### src/rtl/regfile_sb.sv
// rtl/regfile_sb.sv - integer register file with N read ports, write bypass and busy scoreboard
//
// Purpose: decode-stage register file. Register 0 is hardwired to zero. Each
// non-zero register carries a busy bit that is set when an instruction with
// that destination issues and is cleared when the producing write lands. The
// hazard unit uses the per-port busy outputs to stall operand reads.
//
// Ports:
//   clk      - clock, rising edge
//   reset    - asynchronous active-high reset
//   ra       - packed read addresses, port p at [p*BANK_WIDTH +: BANK_WIDTH]
//   rd       - packed read data, port p at [p*WIDTH +: WIDTH]
//   rd_busy  - per-port: operand still has an in-flight producer
//   we3/wa3/wd3 - write enable / address / data
//   bs_en/bs_addr - mark destination register busy
//   any_busy - OR of all stored busy bits
//   waw_err  - sticky: busy-set hit an already-busy register

module regfile_sb #(
    parameter int BANK_WIDTH = 5,
    parameter int WIDTH      = 64,
    parameter int READ_PORTS = 2,
    parameter int BYPASS     = 1,
    parameter int INIT_INDEX = 1
) (
    input  logic                             clk,
    input  logic                             reset,
    input  logic [READ_PORTS*BANK_WIDTH-1:0] ra,
    output logic [READ_PORTS*WIDTH-1:0]      rd,
    output logic [READ_PORTS-1:0]            rd_busy,
    input  logic                             we3,
    input  logic [BANK_WIDTH-1:0]            wa3,
    input  logic [WIDTH-1:0]                 wd3,
    input  logic                             bs_en,
    input  logic [BANK_WIDTH-1:0]            bs_addr,
    output logic                             any_busy,
    output logic                             waw_err
);

    localparam int WORDS = 1 << BANK_WIDTH;

    logic [WIDTH-1:0] ram_q [WORDS];
    logic [WORDS-1:0] busy_q, busy_d;
    logic             waw_err_q, waw_err_d;

    // Writes and busy-sets targeting register 0 are dropped everywhere.
    logic wr_ok;
    logic bs_ok;
    assign wr_ok = we3 && (wa3 != '0);
    assign bs_ok = bs_en && (bs_addr != '0);

    // Clear from the landing write first, then set: when both hit the same
    // register the newly issued producer wins and the bit stays set.
    always_comb begin
        busy_d = busy_q;
        if (wr_ok) begin
            busy_d[wa3] = 1'b0;
        end
        if (bs_ok) begin
            busy_d[bs_addr] = 1'b1;
        end
        busy_d[0] = 1'b0;
    end

    // A same-cycle write to the destination retires the old producer, so
    // re-issuing to it is not a write-after-write conflict.
    always_comb begin
        waw_err_d = waw_err_q;
        if (bs_ok && busy_q[bs_addr] && !(we3 && (wa3 == bs_addr))) begin
            waw_err_d = 1'b1;
        end
    end

    always_ff @(posedge clk or posedge reset) begin
        if (reset) begin
            for (int i = 0; i < WORDS; i++) begin
                ram_q[i] <= (INIT_INDEX != 0) ? WIDTH'(i) : '0;
            end
            busy_q    <= '0;
            waw_err_q <= 1'b0;
        end else begin
            if (wr_ok) begin
                ram_q[wa3] <= wd3;
            end
            busy_q    <= busy_d;
            waw_err_q <= waw_err_d;
        end
    end

    for (genvar p = 0; p < READ_PORTS; p++) begin : g_rport
        logic [BANK_WIDTH-1:0] addr;
        logic                  fwd;
        assign addr = ra[p*BANK_WIDTH +: BANK_WIDTH];
        assign fwd  = (BYPASS != 0) && wr_ok && (wa3 == addr);

        always_comb begin
            if (addr == '0) begin
                rd[p*WIDTH +: WIDTH] = '0;
            end else if (fwd) begin
                rd[p*WIDTH +: WIDTH] = wd3;
            end else begin
                rd[p*WIDTH +: WIDTH] = ram_q[addr];
            end
        end

        // A forwarded write satisfies the operand this cycle, so it is not busy.
        assign rd_busy[p] = busy_q[addr] && !fwd && (addr != '0);
    end

    assign any_busy = |busy_q;
    assign waw_err  = waw_err_q;

endmodule

### config.mk
export PLATFORM = sky130hd
export DESIGN_NAME = regfile_sb
export DESIGN_NICKNAME = d
export VERILOG_FILES = /design/src/rtl/regfile_sb.sv
export SDC_FILE = /design/constraint.sdc
export NUM_CORES = 2
export LEC_CHECK = 0
export CAP_MARGIN = 10
export CORE_MARGIN = 2
export CORE_UTILIZATION = 35
export CTS_CLUSTER_SIZE = 12
export DETAILED_ROUTE_END_ITERATION = 10
export GPL_TIMING_DRIVEN = 1
export PLACE_DENSITY = 0.49
export RECOVER_POWER = 100
export SYNTH_ARGS = -nofsm -noshare
export SYNTH_HDL_FRONTEND = slang
export SYNTH_SLANG_ARGS = --single-unit
### constraint.sdc
create_clock -name clk -period 149.2 [get_ports clk]
set_clock_uncertainty 0.15 [all_clocks]
set_input_delay 14.92 -clock clk [delete_from_list [all_inputs] [get_ports clk]]
set_output_delay 14.92 -clock clk [all_outputs]
set_load 0.1 [all_outputs]
==> Flow_metrics.wiki <==
{| class="wikitable"
! Metric !! Value
|-
| Tightest hold margin || 243 ps
|-
| Setup fix buffers added after clock tree synthesis || 0
|-
| Placer's final routability congestion estimate || 0.828
|-
| Crit path kind || in2out
|-
| Setup repair after global routing missed its margin || no
|-
| Most frequent cell after synthesis || sky130_fd_sc_hd__dfrtp_1
|-
| Global-route wire length before repair || 651000 um
|-
| DR DRC count || 0
|-
| Outcome || finished with violations
|-
| Nets in the synthesized netlist || 7809
|-
| Clock period minus final worst setup slack || 42340 ps
|-
| Sequential element share of the synthesized area || 46.7%
|-
| Via count of the routed design || 76211
|-
| Clock share of power || 34.4%
|-
| Critical Path Source Type || input port
|-
| Width of the die || 569 um
|-
| Unique cell type count in the Yosys netlist || 66
|-
| Power dissipated by switching net loads || 0.539 mW
|-
| IO Count || 220
|-
| Antenna violations before repair || 69
|-
| Area inside the core boundary || 318000 um^2
|-
| Area leader, netlist || sky130_fd_sc_hd__dfrtp_1
|-
| Drt total wl || 467000 um
|-
| Biggest fanout along the worst timing path || 66
|-
| Area of the mapped netlist || 112000 um^2
|-
| Net switching share of the total power || 30.6%
|-
| Maximum operating frequency || 23.6 MHz
|-
| Internal power summed over all cells || 1.22 mW
|-
| Total Neg Setup Slack || 0 ps
|-
| All-Layer GR Usage || 28.5%
|-
| Arrival time at the worst endpoint || 27270 ps
|-
| Clock transition at the register clock pins on the worst setup and hold paths after CTS || 60 ps
|-
| Routed wirelength normalized by instance count || 39.1 um
|-
| Final Max Slew Viols || 4738
|-
| Non-filler instance count after layout || 11958
|-
| Area grow syn2layout || 11.6%
|-
| Cell types occupying the most area after synthesis || sky130_fd_sc_hd__dfrtp_1, sky130_fd_sc_hd__mux2_2, sky130_fd_sc_hd__mux4_2, sky130_fd_sc_hd__mux2i_1, sky130_fd_sc_hd__dfstp_2
|-
| Max-cap violation count || 126
|-
| Post-synthesis instance total || 7721
|-
| Row Count || 207
|-
| Max transition margin || -493%
|-
| Vertical die dimension || 569 um
|-
| Maximum root-to-sink buffer count || 4
|-
| Buffers added on ports || 219
|-
| Synthesis warning total || 0
|-
| Number of synthesized flops with an enable pin || 0
|-
| Ratio of cells with drive above 1 in the final layout || 43.8%
|-
| Class of the most critical hold timing path || reg2reg
|-
| CTS H-Tree Depth || 4
|-
| Number of global-route vias before repair || 77999
|-
| Final number of hold-violating endpoints || 0
|-
| Instance count after placement with tap cells included || 11493
|-
| Half-perimeter wire length after placement || 269000 um
|-
| Actual slew at the worst max-slew pin || 8890 ps
|-
| Pin count of the biggest net entering global routing || 162
|-
| Synthesized area divided by synthesized cell count || 14.5 um^2
|-
| Post-synthesis async set-or-reset flop share || 100%
|-
| Final Cycle Share || 28.4%
|-
| Worst voltage drop across the vdd grid || 0.0000124 V
|-
| Clock Latency Late Sink || 900 ps
|-
| Number of nets still failing antenna checks after routing || 0
|-
| Final-report setup violation count || 0
|-
| Initial Utilization || 35.1%
|-
| Number of nets in the finished design || 7645
|-
| Die area || 324000 um^2
|-
| Flip-flop and latch count after synthesis || 2080
|-
| Setup slack of the critical path after layout || 106860 ps
|-
| Final global-route overflow total || 0
|-
| Comb pwr share || 22.6%
|-
| Synth top cells by count || sky130_fd_sc_hd__dfrtp_1, sky130_fd_sc_hd__mux2_2, sky130_fd_sc_hd__mux4_2, sky130_fd_sc_hd__mux2i_1, sky130_fd_sc_hd__clkbuf_1
|-
| Vias per Instance || 6.37
|-
| Count of clock tree sinks || 2080
|-
| Share of the synthesized area in the top cell type || 44.8%
|-
| Power density over cell area || 14.1 nW/um^2
|-
| Root buffer cell || sky130_fd_sc_hd__clkbuf_16
|-
| Most instantiated flip-flop cell in the synthesis netlist || sky130_fd_sc_hd__dfrtp_1
|-
| Total CTS buffers || 242
|-
| Worst slack, placed || 113160 ps
|-
| CP Capture Type || output pin
|-
| Tot Pwr || 1.76 mW
|-
| Fillers || 29517
|-
| Data required time at the worst endpoint || 134130 ps
|-
| Failing checks || max-capacitance violations, max-slew violations
|-
| Leakage component of the power || 52.9 nW
|-
| TritonRoute pass-1 iters || 8
|-
| CTS tree || done
|-
| Number of buffers added to fix hold violations after cts || 0
|-
| Register share of total power || 42.9%
|-
| Post-cts sizing count || 0
|-
| First-iteration detailed-routing DRC count || 7920
|}
-- cell usage in the layout (no fill, tap or decap), drive strengths merged, types with 24 or more instances in the layout --
cell / n
mux2i: 452
dfstp: 80
clkdlybuf4s50: 90
o22ai: 134
a32o: 58
nor2: 109
o221ai: 42
buf: 182
a31oi: 33
mux4: 848
mux2: 1999
diode: 26
nand2: 159
clkinv: 42
dlygate4sd3: 118
nand3: 76
inv: 24
clkbuf: 478
a22oi: 105
o21ai: 172
a221oi: 126
a21oi: 130
dfrtp: 2000
nor3: 34
a22o: 27
-- routing by layer --
layer / part of all wire, % / track usage (%) / vias to the layer above
met5: 0.049 / 0 / -
met4: 5.1 / 12.6 / 36
met1: 41 / 37.8 / 41962
li1: - / - / 29643
met3: 7.7 / 5.69 / 984
met2: 46 / 45.2 / 3586
-- critical path, stage by stage --
cell and delay, ps:
sky130_fd_sc_hd__buf_8 500, sky130_fd_sc_hd__clkbuf_1 2450, sky130_fd_sc_hd__clkbuf_1 3070, sky130_fd_sc_hd__clkbuf_1 3180, sky130_fd_sc_hd__mux2i_1 330, sky130_fd_sc_hd__o221ai_1 380, sky130_fd_sc_hd__a21o_1 130, sky130_fd_sc_hd__a32oi_1 60
sky130_fd_sc_hd__o21ai_1 560, sky130_fd_sc_hd__dlygate4sd3_1 1300
-- path summary, 6_finish.rpt --
path / startpoint / endpoint / slack, ps / depth (start not counted)
min in group asynchronous: reset / ram_q[1457] / 15860 / 2
setup / recovery: ra[0] / rd[38] / 106860 / 10
setup reg to reg: busy_q[25] / waw_err / 147110 / 6
hold / removal: ram_q[2030] / ram_q[2030] / 240 / 0
hold reg to reg: ram_q[2030] / ram_q[2030] / 240 / 0
max in group asynchronous: reset / ram_q[483] / 108540 / 10
-- state kept, by name (all words and copies together), names as in the netlist --
signal and cells:
waw_err 1, ram_q 2048, busy_q 31
-- power by group through the flow --
stage | registers [mW] | logic [mW] | clock network, mW
after detailed placement | 0.763 | 0.400 | 0
after CTS | 0.753 | 0.401 | 0.617
final | 0.757 | 0.399 | 0.607
after global placement | 0.756 | 0.394 | 0
after global routing | 0.770 | 0.421 | 0.640
after floorplan | 0.740 | 0.307 | 0
-- per-stage QoR --
stage,utilization [%],area [um^2]
global placement,36.9,117000
CTS,39.4,125000
floorplan,-,112000
global route,39.2,125000
finish,39.2,125000
detailed placement,36.9,117000
-- kinds of logic after synthesis --
kind of cell,share of synthesized area (%)
AOI/OAI and AO/OA,5.77
muxes,41.3
xor gates and xnor gates,0.118
buffers and inverters,4.01
and+or+nand+nor,2.08
DFF,46.7
-- area by class of cell --
cell class,count,area [um^2],share of cell area (%)
multi-input cells,4726,55200,44.3
flip-flops and latches,2080,52200,41.8
clock inverters,58,649,0.521
inverters,20,90.1,0.0723
well taps,4180,5230,4.20
repair buffers,487,3940,3.16
clock buffers,381,7320,5.87
diodes,26,65.1,0.0522
No activity file was read; power rests on OpenSTA's default activity.
